[config.mk]
export PLATFORM = sky130hd
export DESIGN_NAME = vram_write_arbiter_flat
export DESIGN_NICKNAME = d
export VERILOG_FILES = /design/src/rtl/vram_write_arbiter_if.sv /design/src/rtl/vram_write_arbiter.sv /design/src/flat_wrapper.sv
export SDC_FILE = /design/constraint.sdc
export NUM_CORES = 1
export LEC_CHECK = 0
export BUFFER_PORTS_ARGS = -buffer_cell sky130_fd_sc_hd__buf_2
export CAP_MARGIN = 30
export CORE_UTILIZATION = 56
export CTS_CLUSTER_SIZE = 24
export DETAILED_ROUTE_END_ITERATION = 10
export GPL_ROUTABILITY_DRIVEN = 0
export PLACE_DENSITY = 0.83
export SLEW_MARGIN = 40
export SYNTH_ARGS = -nofsm -noshare
export SYNTH_HDL_FRONTEND = slang
export SYNTH_SLANG_ARGS = --single-unit
[constraint.sdc]
create_clock -name clk -period 3.3 [get_ports clk]
set_clock_uncertainty 0.1 [all_clocks]
set_input_delay 0.165 -clock clk [delete_from_list [all_inputs] [get_ports clk]]
set_output_delay 0.165 -clock clk [all_outputs]
set_load 0.03 [all_outputs]
[src/rtl/vram_write_arbiter_if.sv]
// Write-side bus of the video RAM arbiter: CPU strobe, keyboard valid/ready,
// clear control and the registered video RAM write port.
interface vram_write_arbiter_if #(
  parameter int ADDR_W = 16,
  parameter int DATA_W = 3
);
  logic              cpuWrite;
  logic [ADDR_W-1:0] cpuAddr;
  logic [DATA_W-1:0] cpuColor;
  logic              cpuOverflow;
  logic              kbValid;
  logic [ADDR_W-1:0] kbAddr;
  logic [DATA_W-1:0] kbColor;
  logic              kbReady;
  logic              clearStart;
  logic              clearBusy;
  logic              writeEnable;
  logic [ADDR_W-1:0] writeAddress;
  logic [DATA_W-1:0] dataIn;

  modport master (
    output cpuWrite, cpuAddr, cpuColor, kbValid, kbAddr, kbColor, clearStart,
    input  cpuOverflow, kbReady, clearBusy, writeEnable, writeAddress, dataIn
  );

  modport slave (
    input  cpuWrite, cpuAddr, cpuColor, kbValid, kbAddr, kbColor, clearStart,
    output cpuOverflow, kbReady, clearBusy, writeEnable, writeAddress, dataIn
  );
endinterface

[src/rtl/vram_write_arbiter.sv]
// Owns the video RAM write port: buffered CPU writes and keyboard writes served round-robin.
// Optional full-screen clear sweep is built when VRAM_CLEAR_EN is defined.
module vram_write_arbiter #(
  parameter int                ADDR_W         = 16,
  parameter int                DATA_W         = 3,
  parameter int                CPU_FIFO_DEPTH = 4,
  parameter int                MEM_DEPTH      = 39936,
  parameter logic [DATA_W-1:0] CLEAR_COLOR    = '0
) (
  input logic                clk,
  input logic                rst_n,
  vram_write_arbiter_if.slave bus
);

  localparam int              PTR_W      = $clog2(CPU_FIFO_DEPTH);
  localparam logic [PTR_W:0]  FULL_COUNT = (PTR_W+1)'(CPU_FIFO_DEPTH);

  logic [ADDR_W-1:0] fifoAddr  [CPU_FIFO_DEPTH];
  logic [DATA_W-1:0] fifoColor [CPU_FIFO_DEPTH];
  logic [PTR_W-1:0]  wrPtr;
  logic [PTR_W-1:0]  rdPtr;
  logic [PTR_W:0]    count;

  logic              lastWasKb;
  logic              overflow;
  logic              clearing;
  logic [ADDR_W-1:0] clearAddr;

  logic              fifoEmpty;
  logic              cpuCand;
  logic              kbCand;
  logic              grantCpu;
  logic              grantKb;
  logic              pushOk;
  logic              pushDrop;

  logic              weReg;
  logic [ADDR_W-1:0] addrReg;
  logic [DATA_W-1:0] dataReg;

`ifdef VRAM_CLEAR_EN
  typedef enum logic {IDLE, CLEAR} clearState_t;

  localparam logic [ADDR_W-1:0] LAST_ADDR = ADDR_W'(MEM_DEPTH - 1);

  clearState_t       state;
  logic [ADDR_W-1:0] clearCnt;

  // Sweep walks every word once; a start request during a sweep is ignored.
  always_ff @(posedge clk or negedge rst_n) begin
    if (!rst_n) begin
      state    <= IDLE;
      clearCnt <= '0;
    end else begin
      case (state)
        IDLE: begin
          if (bus.clearStart) begin
            state    <= CLEAR;
            clearCnt <= '0;
          end
        end
        CLEAR: begin
          if (clearCnt == LAST_ADDR) begin
            state <= IDLE;
          end
          clearCnt <= clearCnt + 1'b1;
        end
        default: state <= IDLE;
      endcase
    end
  end

  assign clearing      = (state == CLEAR);
  assign clearAddr     = clearCnt;
  assign bus.clearBusy = clearing;
`else
  logic unusedClearStart;

  assign unusedClearStart = bus.clearStart;
  assign clearing         = 1'b0;
  assign clearAddr        = '0;
  assign bus.clearBusy    = 1'b0;
`endif

  assign fifoEmpty = (count == '0);
  assign cpuCand   = !fifoEmpty && !clearing;
  assign kbCand    = bus.kbValid && !clearing;

  // On contention the requester that was not served last wins.
  assign grantCpu = cpuCand && (!kbCand || lastWasKb);
  assign grantKb  = kbCand && (!cpuCand || !lastWasKb);

  assign pushOk   = bus.cpuWrite && ((count != FULL_COUNT) || grantCpu);
  assign pushDrop = bus.cpuWrite && !pushOk;

  always_ff @(posedge clk) begin
    if (pushOk) begin
      fifoAddr[wrPtr]  <= bus.cpuAddr;
      fifoColor[wrPtr] <= bus.cpuColor;
    end
  end

  always_ff @(posedge clk or negedge rst_n) begin
    if (!rst_n) begin
      wrPtr     <= '0;
      rdPtr     <= '0;
      count     <= '0;
      lastWasKb <= 1'b1;
      overflow  <= 1'b0;
    end else begin
      if (pushOk) begin
        wrPtr <= wrPtr + 1'b1;
      end
      if (grantCpu) begin
        rdPtr <= rdPtr + 1'b1;
      end
      case ({pushOk, grantCpu})
        2'b10:   count <= count + 1'b1;
        2'b01:   count <= count - 1'b1;
        default: count <= count;
      endcase
      if (grantCpu) begin
        lastWasKb <= 1'b0;
      end else if (grantKb) begin
        lastWasKb <= 1'b1;
      end
      if (pushDrop) begin
        overflow <= 1'b1;
      end
    end
  end

  // Address and data hold their last value on idle cycles; only the enable drops.
  always_ff @(posedge clk or negedge rst_n) begin
    if (!rst_n) begin
      weReg   <= 1'b0;
      addrReg <= '0;
      dataReg <= '0;
    end else begin
      weReg <= 1'b0;
      if (clearing) begin
        weReg   <= 1'b1;
        addrReg <= clearAddr;
        dataReg <= CLEAR_COLOR;
      end else if (grantCpu) begin
        weReg   <= 1'b1;
        addrReg <= fifoAddr[rdPtr];
        dataReg <= fifoColor[rdPtr];
      end else if (grantKb) begin
        weReg   <= 1'b1;
        addrReg <= bus.kbAddr;
        dataReg <= bus.kbColor;
      end
    end
  end

  assign bus.kbReady      = grantKb;
  assign bus.cpuOverflow  = overflow;
  assign bus.writeEnable  = weReg;
  assign bus.writeAddress = addrReg;
  assign bus.dataIn       = dataReg;

endmodule

[src/flat_wrapper.sv]
// flat-port wrapper written by rule: the top's interface ports become plain ports
module vram_write_arbiter_flat 
#(
  parameter int                ADDR_W         = 16,
  parameter int                DATA_W         = 3,
  parameter int                CPU_FIFO_DEPTH = 4,
  parameter int                MEM_DEPTH      = 39936,
  parameter logic [DATA_W-1:0] CLEAR_COLOR    = '0
)
  (clk, rst_n, bus_cpuWrite, bus_cpuAddr, bus_cpuColor, bus_kbValid, bus_kbAddr, bus_kbColor, bus_clearStart, bus_cpuOverflow, bus_kbReady, bus_clearBusy, bus_writeEnable, bus_writeAddress, bus_dataIn);
  vram_write_arbiter_if #(.ADDR_W(ADDR_W), .DATA_W(DATA_W)) bus_i ();
  input logic clk;
  input logic rst_n;
  input wire logic [$bits(bus_i.cpuWrite)-1:0] bus_cpuWrite;
  input wire logic [$bits(bus_i.cpuAddr)-1:0] bus_cpuAddr;
  input wire logic [$bits(bus_i.cpuColor)-1:0] bus_cpuColor;
  input wire logic [$bits(bus_i.kbValid)-1:0] bus_kbValid;
  input wire logic [$bits(bus_i.kbAddr)-1:0] bus_kbAddr;
  input wire logic [$bits(bus_i.kbColor)-1:0] bus_kbColor;
  input wire logic [$bits(bus_i.clearStart)-1:0] bus_clearStart;
  output wire logic [$bits(bus_i.cpuOverflow)-1:0] bus_cpuOverflow;
  output wire logic [$bits(bus_i.kbReady)-1:0] bus_kbReady;
  output wire logic [$bits(bus_i.clearBusy)-1:0] bus_clearBusy;
  output wire logic [$bits(bus_i.writeEnable)-1:0] bus_writeEnable;
  output wire logic [$bits(bus_i.writeAddress)-1:0] bus_writeAddress;
  output wire logic [$bits(bus_i.dataIn)-1:0] bus_dataIn;
  assign bus_i.cpuWrite = bus_cpuWrite;
  assign bus_i.cpuAddr = bus_cpuAddr;
  assign bus_i.cpuColor = bus_cpuColor;
  assign bus_i.kbValid = bus_kbValid;
  assign bus_i.kbAddr = bus_kbAddr;
  assign bus_i.kbColor = bus_kbColor;
  assign bus_i.clearStart = bus_clearStart;
  assign bus_cpuOverflow = bus_i.cpuOverflow;
  assign bus_kbReady = bus_i.kbReady;
  assign bus_clearBusy = bus_i.clearBusy;
  assign bus_writeEnable = bus_i.writeEnable;
  assign bus_writeAddress = bus_i.writeAddress;
  assign bus_dataIn = bus_i.dataIn;
  vram_write_arbiter #(.ADDR_W(ADDR_W), .DATA_W(DATA_W), .CPU_FIFO_DEPTH(CPU_FIFO_DEPTH), .MEM_DEPTH(MEM_DEPTH), .CLEAR_COLOR(CLEAR_COLOR)) u_core (.clk(clk), .rst_n(rst_n), .bus(bus_i));
endmodule
After elaboration in Yosys (flattened, before gate mapping)
Memory sizes are Yosys's and may differ from the RTL's.
Cells that the tools add are included.
{"block": "totals", "wordCells": 42, "in_bits": 43, "out_inout_bits": 23, "ramBits": 76, "reg_bits": 29, "memories": 2}
{"block": "op_classes", "n_eq_ne": 3, "mux": 11, "n_reduce_logical": 14, "addsub": 4}
{"name": "u_core.fifoAddr", "words": 4, "word_bits": 16, "read_ports": 1, "rd_ports_with_merged_regs": 0, "wr": 1, "line": "vram_write_arbiter.sv:18", "source": "logic [ADDR_W-1:0] fifoAddr [CPU_FIFO_DEPTH];"}
{"name": "u_core.fifoColor", "words": 4, "word_bits": 3, "read_ports": 1, "rd_ports_with_merged_regs": 0, "wr": 1, "line": "vram_write_arbiter.sv:19", "source": "logic [DATA_W-1:0] fifoColor [CPU_FIFO_DEPTH];"}
{"operator": "$mux 16", "n": 2}
{"operator": "$mux 1", "n": 6}
{"operator": "$mux 3", "n": 2}
{"operator": "$pmux 3 s2", "n": 1}
{"operator": "$add 2x1->2 const B", "n": 2}
{"operator": "$logic_and 1x1->1", "n": 4}
{"operator": "$logic_not 1->1", "n": 4}
{"operator": "$reduce_bool 2->1", "n": 2}
{"operator": "$add 3x1->3 const B", "n": 1}
{"operator": "$logic_not 3->1", "n": 1}
{"operator": "$logic_or 1x1->1", "n": 3}
{"operator": "$ne 3x3->1 const B", "n": 1}
{"operator": "$sub 3x1->3 const B", "n": 1}
{"operator": "$eq 2x1->1 const B", "n": 1}
{"operator": "$eq 2x2->1 const B", "n": 1}

Longest topological paths before layout
Gate-level depths: netlist of the first run.
{"block": "logic_depth", "word_depth": 7, "mapped_depth": 10, "mapped_depth_nobuf": 7}

Worst setup path before layout of the first run
Ideal clock, no wire load.
{"block": "synth_timing", "path_kind": "register to register", "from": "reg u_core.count[0]", "to": "reg u_core.count[1]", "t_required_ns": 3.096, "path_stages_with_launch": 11, "slack_ns": 0.963, "path_buffers": 3, "setup_time_ns": 0.104, "t_arrival_ns": 2.134, "period_less_slack_ns": 2.337, "path_cell_list": "dfrtp_1 buf_6 or3_4 and2_4 buf_6 buf_6 nand2_1 fa_1 inv_1 o211ai_1 a221oi_1"}
{"block": "synth_via", "elab_chain_len": 7, "elab_cells_between_ends": 12, "cone_classes": "add/sub: 2; eq/ne: 3; mux: 1; reduce/logical: 6"}
{"element": "start: declaration", "line": "vram_write_arbiter.sv:22", "source": "logic [PTR_W:0] count;"}
{"element": "start signal: assignment", "line": "vram_write_arbiter.sv:118", "source": "2'b10: count <= count + 1'b1;"}
{"element": "start signal: assignment", "line": "vram_write_arbiter.sv:119", "source": "2'b01: count <= count - 1'b1;"}
{"element": "start signal: assignment", "line": "vram_write_arbiter.sv:120", "source": "default: count <= count;"}
{"element": "$logic_not 3->1", "line": "vram_write_arbiter.sv:85", "source": "assign fifoEmpty = (count == '0);"}
{"element": "$logic_not 1->1", "line": "vram_write_arbiter.sv:86", "source": "assign cpuCand = !fifoEmpty && !clearing;"}
{"element": "$logic_and 1x1->1", "line": "vram_write_arbiter.sv:90", "source": "assign grantCpu = cpuCand && (!kbCand || lastWasKb);"}
{"element": "$logic_or 1x1->1", "line": "vram_write_arbiter.sv:93", "source": "assign pushOk = bus.cpuWrite && ((count != FULL_COUNT) || grantCpu);"}
{"element": "$logic_and 1x1->1", "line": "vram_write_arbiter.sv:93"}
{"element": "$eq 2x1->1 or $eq 2x2->1 (tied branches)", "line": "vram_write_arbiter.sv:117", "source": "case ({pushOk, grantCpu})"}
{"element": "$pmux 3 s2 or $reduce_bool 2->1 (tied branches)"}
Several ways; a longest one is shown, not always the timed one.
A chain may end at the register's enable or synchronous reset.

Worst setup path in the final report of the first run
{"block": "layout_timing", "from": "reg u_core.count[2]", "to": "reg u_core.count[1]"}
The elaborated chain is that of the path after synthesis.

==> results.py, run 1 <==
metrics = {
    "synthesis": {
        "synth.top_cell.area_share": 0.5217,
        "yosysTopAreaCell": "edfxtp_1",
        "syn_nets": 311,
        "synth_most_common_cell": "edfxtp_1",
        "synthAdderAreaFrac": 0.01602,
        "synth_area_mm2": 0.004374,
        "synth-edff-count": 76,
        "synth-async-reset-ratio": 0.2762,
        "synth_cells": 263,
        "ys.flop_type": "edfxtp_1",
        "synth_seq_cells": 105,
        "synth-seq-area-share": 0.6879,
        "synth-compound-area-share": 0.06007,
        "yosysWarnings": 0,
        "synth_area_leaders": "edfxtp_1, dfrtp_1, mux4_1",
        "yosys.area_share.simple": 0.08095,
        "synth.avg_cell_area_um2": 16.63,
        "synth_common_cells": "edfxtp_1, nand2_1, dfrtp_1",
        "synth_cell_type_count": 43,
        "synthXorXnorAreaFrac": 0.01001,
        "synthMuxAreaShare": 0.1104,
        "synth_top_family_by_area": "multiplexers",
    },
    "grt": {
        "grt_pass1_wl_mm": 13.96,
        "grt_max_degree": 30,
        "grt_util_met1": 0.3019,
        "gr-usage-met2": 0.3855,
        "grt-busiest-layer": "met2",
        "gr-usage-met3": 0.03030,
        "grt_pass1_vias": 2750,
        "gr-usage-all-layers": 0.2286,
        "grt-ovfl-total": 0,
        "antenna_found_initial": 0,
    },
    "floorplan": {
        "placementRows": 31,
        "io_pins": 66,
        "die_height_um": 90.38,
        "core_mm2": 0.007408,
        "start_util": 0.5904,
        "die_w_um": 90.38,
        "dieArea_mm2": 0.008169,
    },
    "drt": {
        "postRouteAntennaNets": 0,
        "remaining_drc_errors": 0,
        "routed_wl_mm": 8.709,
        "drt_iter0_drc": 191,
        "routedWlPerCell_um": 18.57,
        "vias_per_cell": 5.618,
        "vias": 2635,
        "dr.pass1.iters": 4,
    },
    "placed_design": {
        "portBuffers": 63,
        "hpwl_mm": 5.211,
    },
    "clocking": {
        "htreeDepth": 3,
        "root_buffer": "clkbuf_8",
        "tritoncts": "done",
        "holdBufCountCts": 38,
        "clkLatencyLatePin_ps": 350,
        "cts_resized": 0,
        "clk_pin_slew_ps": 90,
        "cts.path.max_buffers": 2,
        "cts.sinks": 105,
        "postCtsSetupRepairBufs": 0,
        "cts_buffers": 9,
    },
    "critical_path": {
        "cp-end-kind": "register",
        "worstPathArrival_ps": 2670,
        "crit_path_start_kind": "register",
        "crit_type": "reg -> reg",
        "required_ps": 3450,
        "cp_max_fo": 22,
    },
    "finish": {
        "layout-drive-gt1-share": 0.3027,
        "area_delta_synth_final_pct": 21.62,
        "seq_area_mm2": 0.003009,
        "multiInputGateArea_mm2": 0.001224,
        "n_fill_cell": 469,
        "diodes": 0,
        "final_nets": 413,
    },
    "power": {
        "total_power_w": 0.004392,
        "leakagePower_nw": 2.083,
        "vdd_drop_max_v": 0.0003439,
        "p_per_area_mw_per_mm2": 825.5,
    },
    "sta": {
        "timing.hold.ws_ps": 16.29,
        "fin_tns_setup_ps": 0,
        "slew_violations": 0,
        "hold_viol": 0,
        "rsz0062_at_grt": "no",
        "min_period_over_period": 0.7627,
        "worstMarginPinSlew_ps": 692.1,
        "finalSetupViolations": 0,
        "min_period_ps": 2517,
        "max_clock_freq_mhz": 397.3,
        "max_slew_margin": 0.5386,
    },
    "run": {
        "drv_cap": 0,
    },
    "run_status": {
        "status": "finished, final reports clean",
    },
    "min_path": {
        "hold_class": "in -> reg",
    },
}
[cell usage in the layout (no fill, tap or decap), types with 8 or more instances in the layout]
cell type and instances:
buf_2 63, buf_4 8, clkbuf_8 9, dfrtp_1 28, dlygate4sd3_1 38, edfxtp_1 76
mux4_1 9, mux4_2 10, nand2_1 33, nand3_1 16, o211ai_1 9, o211ai_2 8
[state kept, by name, summed over array words and instances, names as in the netlist]
name                     count
u_core.fifoColor            12
u_core.bus.cpuOverflow       1
u_core.wrPtr                 2
u_core.lastWasKb             1
u_core.count                 3
u_core.bus.writeEnable       1
u_core.bus.dataIn            3
u_core.rdPtr                 2
u_core.fifoAddr             64
u_core.bus.writeAddress     16
[critical path, stage by stage, from the launching register on]
cell and delay (ps):
dfrtp_1 490, or3_4 550, and2_4 310, nand2_1 120
fa_1 430, inv_1 70, o211ai_1 80, a221oi_1 260
[per-layer routing]
metal,share of wire,wire length [um]
met5,0,0
met4,0.021,184
met3,0.050,436
met2,0.52,4550
met1,0.41,3537
[logic make-up after synthesis]
kind of cell    count (synthesis)
buf+inv                        26
simple gates                   72
xor+xnor                        5
flops                         105
mux                            21
fa+ha+maj                       5
compound gates                 28
other cells                     1
[through the flow]
step / instances / setup WS [ps] / area, um2 / util
2_1_floorplan: 263 / 962.5 / 4374 / -
3_3_place_gp: 415 / 853.9 / 4778 / 0.6450
3_5_place_dp: 415 / 772.0 / 4778 / 0.6450
4_1_cts: 469 / 772.8 / 5320 / 0.7181
5_1_grt: 469 / 637.0 / 5320 / 0.7181
6_report: 469 / 783.2 / 5320 / 0.7181
[path summary, 6_finish.rpt]
kind | from | end | slack, ps | cells past startpoint
max in group asynchronous | rst_n | u_core.bus.writeAddress[0]$_DFFE_PN0P_ | 2370 | 2
min in group asynchronous | rst_n | u_core.bus.writeAddress[10]$_DFFE_PN0P_ | 280 | 2
worst min register to register | u_core.bus.cpuOverflow$_DFFE_PN0P_ | u_core.bus.cpuOverflow$_DFFE_PN0P_ | 390 | 1
worst max register to register | u_core.count[2]$_DFFE_PN0P_ | u_core.count[1]$_DFFE_PN0P_ | 780 | 7
worst max-delay path | u_core.count[2]$_DFFE_PN0P_ | u_core.count[1]$_DFFE_PN0P_ | 780 | 7
worst min-delay path | bus_kbAddr[11] | u_core.bus.writeAddress[11]$_DFFE_PN0P_ | 20 | 3
[cell type report]
| class | count | area share |
|---|---|---|
| Clock buffer | 10 | 0.02399 |
| Clock inverter | 6 | 0.006350 |
| Inverter | 7 | 0.004939 |
| Multi-Input combinational cell | 132 | 0.2300 |
| Sequential cell | 105 | 0.5656 |
| Tap cell | 99 | 0.02328 |
| Timing Repair Buffer | 110 | 0.1458 |
[power breakdown]
part | total [W] | internal (W) | leakage (nW) | switching [W]
Clock | 0.000681 | 0.000271 | 0.0900 | 0.000409
Combinational | 0.00173 | 0.000721 | 0.951 | 0.00101
Sequential | 0.00198 | 0.00180 | 1.04 | 0.000179
Total | 0.00439 | 0.00280 | 2.08 | 0.00160
(Power assumes the default switching activity.)
==> inputs of run 2 (changes only) <==
- clock period: 3.3 -> 2.5 ns (I/O delays scaled with it)
==> run 2 against run 1 <==
  * Worst setup slack got worse by 640 ps
  * Clock power rose by 40%
  * Sequential share of layout area down 0.74 points
  * Combinational power grew 36%
  * Clock-buffer cell count fell by 1
  * Total power is 35% higher
  * Global-route usage is 1.0 points higher
  * Critical path type is now reg -> out
==> results.py, run 2 (synthesized netlist as in run 1, its figures left out) <==
metrics = {
    "critical_path": {
        "crit_path_start_kind": "register",
        "critPathSlowestCell": "dfrtp_1",
        "required_ps": 2280,
        "crit_type": "reg -> out",
        "cp-end-kind": "output port",
        "crit_path_max_incr_delay_ps": 490,
        "worstPathArrival_ps": 2130,
        "cp.depth": 4,
        "cpLargestDelayFamily": "buffers and inverters",
        "cp.buffers_inverters": 2,
        "r2r_cells": 7,
        "path_cells": "or3_4, buf_4, a21oi_1, buf_2",
        "cp_max_fo": 21,
    },
    "finish": {
        "final_cell_mix": "edfxtp_1, buf_2, dlygate4sd3_1, nand2_1, dfrtp_1",
        "seq_area_mm2": 0.003009,
        "area_delta_synth_final_pct": 23.23,
        "final_nets": 419,
        "diodes": 0,
        "largest_register_ffs": 64,
        "layout-drive-gt1-share": 0.3138,
        "final_common_cell": "edfxtp_1",
        "n_fill_cell": 463,
        "multiInputGateArea_mm2": 0.001230,
        "top_register": "u_core.fifoAddr",
        "final_cells": 475,
    },
    "placed_design": {
        "place_inst": 420,
        "portBuffers": 63,
        "hpwl_mm": 5.549,
    },
    "run_status": {
        "status": "finished, final reports clean",
    },
    "drt": {
        "postRouteAntennaNets": 0,
        "dr.pass1.iters": 5,
        "drt_iter0_drc": 222,
        "remaining_drc_errors": 0,
        "routedWlPerCell_um": 18.93,
        "vias": 2674,
        "routed_wl_mm": 8.990,
        "vias_per_cell": 5.629,
    },
    "run": {
        "drv_cap": 0,
    },
    "power": {
        "vdd_drop_max_v": 0.0004704,
        "p_per_area_mw_per_mm2": 1100,
        "leakagePower_nw": 2.107,
    },
    "floorplan": {
        "io_pins": 66,
        "die_w_um": 90.38,
        "start_util": 0.5904,
        "placementRows": 31,
        "die_height_um": 90.38,
        "dieArea_mm2": 0.008169,
        "core_mm2": 0.007408,
    },
    "min_path": {
        "hold_class": "in -> reg",
        "min_path_cells": 2,
    },
    "grt": {
        "gr-usage-all-layers": 0.2388,
        "grt_pass1_wl_mm": 14.43,
        "antenna_found_initial": 0,
        "grt_max_degree": 30,
        "grt-ovfl-total": 0,
        "grt_pass1_vias": 2787,
    },
    "clocking": {
        "clkLatencyLatePin_ps": 360,
        "postCtsSetupRepairBufs": 0,
        "cts.path.max_buffers": 2,
        "tritoncts": "done",
        "root_buffer": "clkbuf_8",
        "cts_buffers": 9,
        "clk_pin_slew_ps": 100,
        "htreeDepth": 3,
        "cts.sinks": 105,
    },
    "sta": {
        "rsz0062_at_grt": "no",
        "fin_tns_setup_ps": 0,
        "min_period_over_period": 0.9421,
        "hold_viol": 0,
        "max_clock_freq_mhz": 424.6,
        "max_slew_margin": 0.5172,
        "min_period_ps": 2355,
        "slew_violations": 0,
        "worstMarginPinSlew_ps": 724.3,
        "finalSetupViolations": 0,
    },
}
run 2: cell types whose count changed in the layout (fill, tap and decap cells not counted):
cell           delta
buf_4             +5
dlygate4sd3_1     +1
a221oi_2          +1
clkinv_1          +1
clkbuf_1          -1
inv_6             +1
clkinvlp_4        +2
a221oi_1          -1
clkinv_4          +2
clkinv_2          -5
run 2: layout make-up:
type                            instances  area share
Sequential cell                       105      0.5583
Clock inverter                          7    0.009981
Multi-Input combinational cell        132      0.2282
Inverter                                7    0.004875
Tap cell                               99     0.02298
Timing Repair Buffer                  116      0.1527
Clock buffer                            9     0.02298
run 2: path summary, 6_finish.rpt:
path	from	endpoint	slack, ps
worst min-delay path	bus_cpuWrite	u_core.bus.cpuOverflow$_DFFE_PN0P_	60
max in group asynchronous	rst_n	u_core.bus.writeAddress[7]$_DFFE_PN0P_	1590
worst max-delay path	u_core.count[2]$_DFFE_PN0P_	bus_kbReady	140
worst max register to register	u_core.count[2]$_DFFE_PN0P_	u_core.count[1]$_DFFE_PN0P_	160
worst min register to register	u_core.bus.cpuOverflow$_DFFE_PN0P_	u_core.bus.cpuOverflow$_DFFE_PN0P_	390
min in group asynchronous	rst_n	u_core.bus.dataIn[1]$_DFFE_PN0P_	240
run 2: worst register-to-register path: stages, from the launching register on:
cell and delay [ps]:
dfrtp_1 490, or3_4 410, and2_4 260, nand2_1 120, fa_1 440, inv_1 80
o211ai_1 90, a221oi_2 270
run 2: through the flow:
step	utilization	instance area, um2	setup slack, ps	total power [W]	hold WS, ps
final	0.7276	5390	144.8	0.005928	60.28
after global routing	0.7276	5390	39.85	0.006245	57.34
after CTS	0.7267	5384	139.1	0.005926	51.56
after detailed placement	0.6501	4816	178.7	0.004951	121.4
after global placement	0.6501	4816	275.4	0.004847	99.56
after floorplan	-	4374	162.5	0.004328	-270.6
run 2: repair_timing:
| action | CTS | global route |
|---|---|---|
| hold endpoints to repair | 123 | 0 |
| endpoints found under the setup margin | 0 | 1 |
| resized for setup | 0 | 1 |
| hold buffers | 39 | 0 |
run 2: routing by layer:
layer,track usage,up-vias,wire (um),share of wire
met4,0.08199,0,122,0.014
met2,0.3982,101,4688,0.52
met1,0.3136,1334,3727,0.41
met5,0,-,0,0
met3,0.05219,13,451,0.050
li1,-,1226,-,-
run 2: where the power goes:
group | leakage, nW | total, W | internal [W] | switching [W]
registers | 1.04 | 0.00262 | 0.00238 | 0.000243
clock network | 0.0839 | 0.000956 | 0.000369 | 0.000587
logic | 0.981 | 0.00235 | 0.000995 | 0.00135
total | 2.11 | 0.00593 | 0.00374 | 0.00218
==> inputs of run 3 (changes only) <==
- ABC_AREA: unset -> 1
- BUFFER_PORTS_ARGS: -buffer_cell sky130_fd_sc_hd__buf_2 -> unset
- CORE_UTILIZATION: 56 -> 62
- DONT_BUFFER_PORTS: unset -> 1
- PLACE_DENSITY: 0.83 -> 0.82
==> run 3 against run 2 <==
  * Utilization rose by 3.7 points
  * Clock-buffer cell count did not move
  * Wire length fell by 8.7%
  * Largest cell class unchanged
  * Sequential cell count did not move
  * Clock power fell by 10%
  * Die area fell by 12%
  * Synthesized area fell by 2.3%
  * Largest power group unchanged
  * Global-route usage rose by 0.20 points
  * Design area fell by 7.9%
==> results.py, run 3 <==
metrics = {
    "run_status": {
        "status": "finished, final reports clean",
    },
    "drt": {
        "routed_wl_mm": 8.207,
        "dr.pass1.iters": 4,
        "vias_per_cell": 5.777,
        "routedWlPerCell_um": 16.96,
        "remaining_drc_errors": 0,
        "drt_iter0_drc": 250,
        "vias": 2796,
        "postRouteAntennaNets": 0,
    },
    "placed_design": {
        "place_ws_ps": 693.3,
        "hpwl_mm": 4.795,
        "portBuffers": 0,
        "dpl_cell_area_mm2": 0.004343,
    },
    "finish": {
        "top_register": "u_core.fifoAddr",
        "layout-drive-gt1-share": 0.09337,
        "seq_area_mm2": 0.003009,
        "final_cell_mix": "edfxtp_1, nand2_1, nor2_1, dlygate4sd3_1, o21ai_0",
        "multiInputGateArea_mm2": 0.001094,
        "largest_register_ffs": 64,
        "final_common_cell": "edfxtp_1",
        "finish.utilization": 0.7644,
        "final_nets": 450,
        "n_fill_cell": 376,
        "area_delta_synth_final_pct": 16.19,
        "final_area_mm2": 0.004965,
        "diodes": 0,
    },
    "sta": {
        "fin_tns_setup_ps": 0,
        "max_slew_margin": 0.6155,
        "min_period_ps": 2217,
        "worstMarginPinSlew_ps": 576.1,
        "slew_violations": 0,
        "hold_viol": 0,
        "finalSetupViolations": 0,
        "min_period_over_period": 0.8868,
        "layout_setup_ws_ps": 283.0,
        "rsz0062_at_grt": "no",
        "max_clock_freq_mhz": 451.1,
    },
    "synthesis": {
        "ys.flop_type": "edfxtp_1",
        "synth.avg_cell_area_um2": 12.07,
        "synth-seq-area-share": 0.7042,
        "yosysWarnings": 0,
        "synth_seq_cells": 105,
        "synth-async-reset-ratio": 0.2762,
        "yosysTopAreaCell": "edfxtp_1",
        "synth_most_common_cell": "edfxtp_1",
        "syn_nets": 402,
        "synth_area_leaders": "edfxtp_1, dfrtp_1, nand2_1",
        "synth_cell_type_count": 26,
        "synth.top_cell.area_share": 0.5341,
        "synth_area_mm2": 0.004273,
        "synth-edff-count": 76,
        "synth_common_cells": "edfxtp_1, nand2_1, nor2_1",
        "synth_cells": 354,
    },
    "clocking": {
        "cts.path.max_buffers": 2,
        "cts.sinks": 105,
        "clkLatencyLatePin_ps": 360,
        "tritoncts": "done",
        "root_buffer": "clkbuf_8",
        "postCtsSetupRepairBufs": 0,
        "clk_pin_slew_ps": 90,
        "htreeDepth": 3,
        "cts_buffers": 9,
    },
    "floorplan": {
        "die_height_um": 85.02,
        "io_pins": 66,
        "die_w_um": 85.02,
        "core_mm2": 0.006495,
        "start_util": 0.6579,
        "dieArea_mm2": 0.007228,
        "placementRows": 29,
    },
    "power": {
        "p_int_w": 0.003327,
        "p_per_area_mw_per_mm2": 1126,
        "power.net_switching_w": 0.002262,
        "p_comb_frac": 0.327,
        "p_sw_frac": 0.4047,
        "pwr-share-clk": 0.154,
        "leakagePower_nw": 1.905,
        "seqPwrFrac": 0.519,
        "vdd_drop_max_v": 0.0006288,
    },
    "critical_path": {
        "cp_max_fo": 21,
        "crit_path_start_kind": "register",
        "required_ps": 2690,
        "critPathSlowestCell": "dlygate4sd3_1",
        "path_cells": "nor2_4, nand2_4, nand2_8, inv_6, nor2_8, nand2_1, nand3_1, dlygate4sd3_1",
        "crit_path_max_incr_delay_ps": 570,
        "cp-end-kind": "register",
        "crit_type": "reg -> reg",
        "worstPathArrival_ps": 2410,
    },
    "grt": {
        "gr-usage-all-layers": 0.2407,
        "antenna_found_initial": 0,
        "grt_max_degree": 40,
        "grt-ovfl-total": 0,
        "grt_pass1_wl_mm": 12.94,
        "grt_pass1_vias": 2774,
    },
    "run": {
        "drv_cap": 0,
    },
    "min_path": {
        "hold_class": "in -> reg",
    },
}
run 3: changes by cell type in the layout (fill, tap and decap cells not counted), sizes merged, moves of 3 or more:
cell | before | now
a221o | 4 | 0
and2 | 5 | 0
and3 | 4 | 0
buf | 77 | 10
dlygate4sd3 | 39 | 44
inv | 9 | 19
mux4 | 19 | 0
nand2 | 33 | 65
nand3 | 16 | 29
nor2 | 4 | 48
o211ai | 17 | 0
o21ai | 0 | 40
o22ai | 0 | 19
xnor2 | 3 | 0
run 3: layer usage:
layer  share of wire  track usage  up-vias
met5               0            0        -
met4           0.014       0.1048        0
met3           0.067      0.07198       14
met2            0.50       0.3988      109
met1            0.42       0.2958     1349
li1                -            -     1324
run 3: cell type report:
type | instances | area share
flip-flops and latches | 105 | 0.6061
repair buffers | 54 | 0.1064
inverters | 19 | 0.01537
multi-input cells | 213 | 0.2203
clock buffers | 9 | 0.02495
clock inverters | 7 | 0.007560
well taps | 77 | 0.01941
run 3: stage by stage:
stage / hold slack (ps) / std cells / total power (W)
6_report: 81.46 / 484 / 0.005590
3_3_place_gp: -269.9 / 423 / 0.004532
4_1_cts: 74.17 / 484 / 0.005560
3_5_place_dp: -269.7 / 423 / 0.004602
5_1_grt: 84.79 / 484 / 0.005923
2_1_floorplan: -270.6 / 354 / 0.004184
run 3: logic make-up (layout without fill, tap and decap cells):
group	count (synthesis)	count (layout)	share of synthesized area
and+or+nand+nor	144	144	0.1561
DFF	105	105	0.7042
AOI/OAI and AO/OA	60	60	0.07643
buffers and inverters	36	89	0.03983
adders and majority gates	5	5	0.01640
xor gates and xnor gates	3	3	0.006150
other	1	1	0.0008776
run 3: power by group through the flow:
stage / registers [W] / logic (W) / clock network (W)
after floorplan: 0.00290 / 0.00129 / 0
after global placement: 0.00292 / 0.00161 / 0
after detailed placement: 0.00293 / 0.00167 / 0
after CTS: 0.00290 / 0.00180 / 0.000867
after global routing: 0.00295 / 0.00205 / 0.000932
final: 0.00290 / 0.00183 / 0.000860
run 3: what timing repair did:
item	CTS	global route
setup endpoints to repair	0	0
gates resized for setup	0	0
endpoints found under the hold margin	131	0
hold buffers	45	0
run 3: path summary, 6_finish.rpt:
| path | start | to | slack, ps | cells after the start |
|---|---|---|---|---|
| setup / recovery | u_core.count[0]$_DFFE_PN0P_ | u_core.bus.writeAddress[3]$_DFFE_PN0P_ | 280 | 8 |
| setup reg to reg | u_core.count[0]$_DFFE_PN0P_ | u_core.bus.writeAddress[3]$_DFFE_PN0P_ | 280 | 8 |
| hold reg to reg | u_core.lastWasKb$_DFFE_PN1P_ | u_core.lastWasKb$_DFFE_PN1P_ | 460 | 2 |
| max in group asynchronous | rst_n | u_core.lastWasKb$_DFFE_PN1P_ | 1990 | 2 |
| min in group asynchronous | rst_n | u_core.bus.cpuOverflow$_DFFE_PN0P_ | 90 | 2 |
| hold / removal | bus_kbValid | u_core.bus.writeAddress[0]$_DFFE_PN0P_ | 80 | 4 |
run 3: critical path: cells and delay by family (launching register included):
family,cells,cell delay [ps]
simple gates,6,940
buf+inv,2,660
flops,1,450
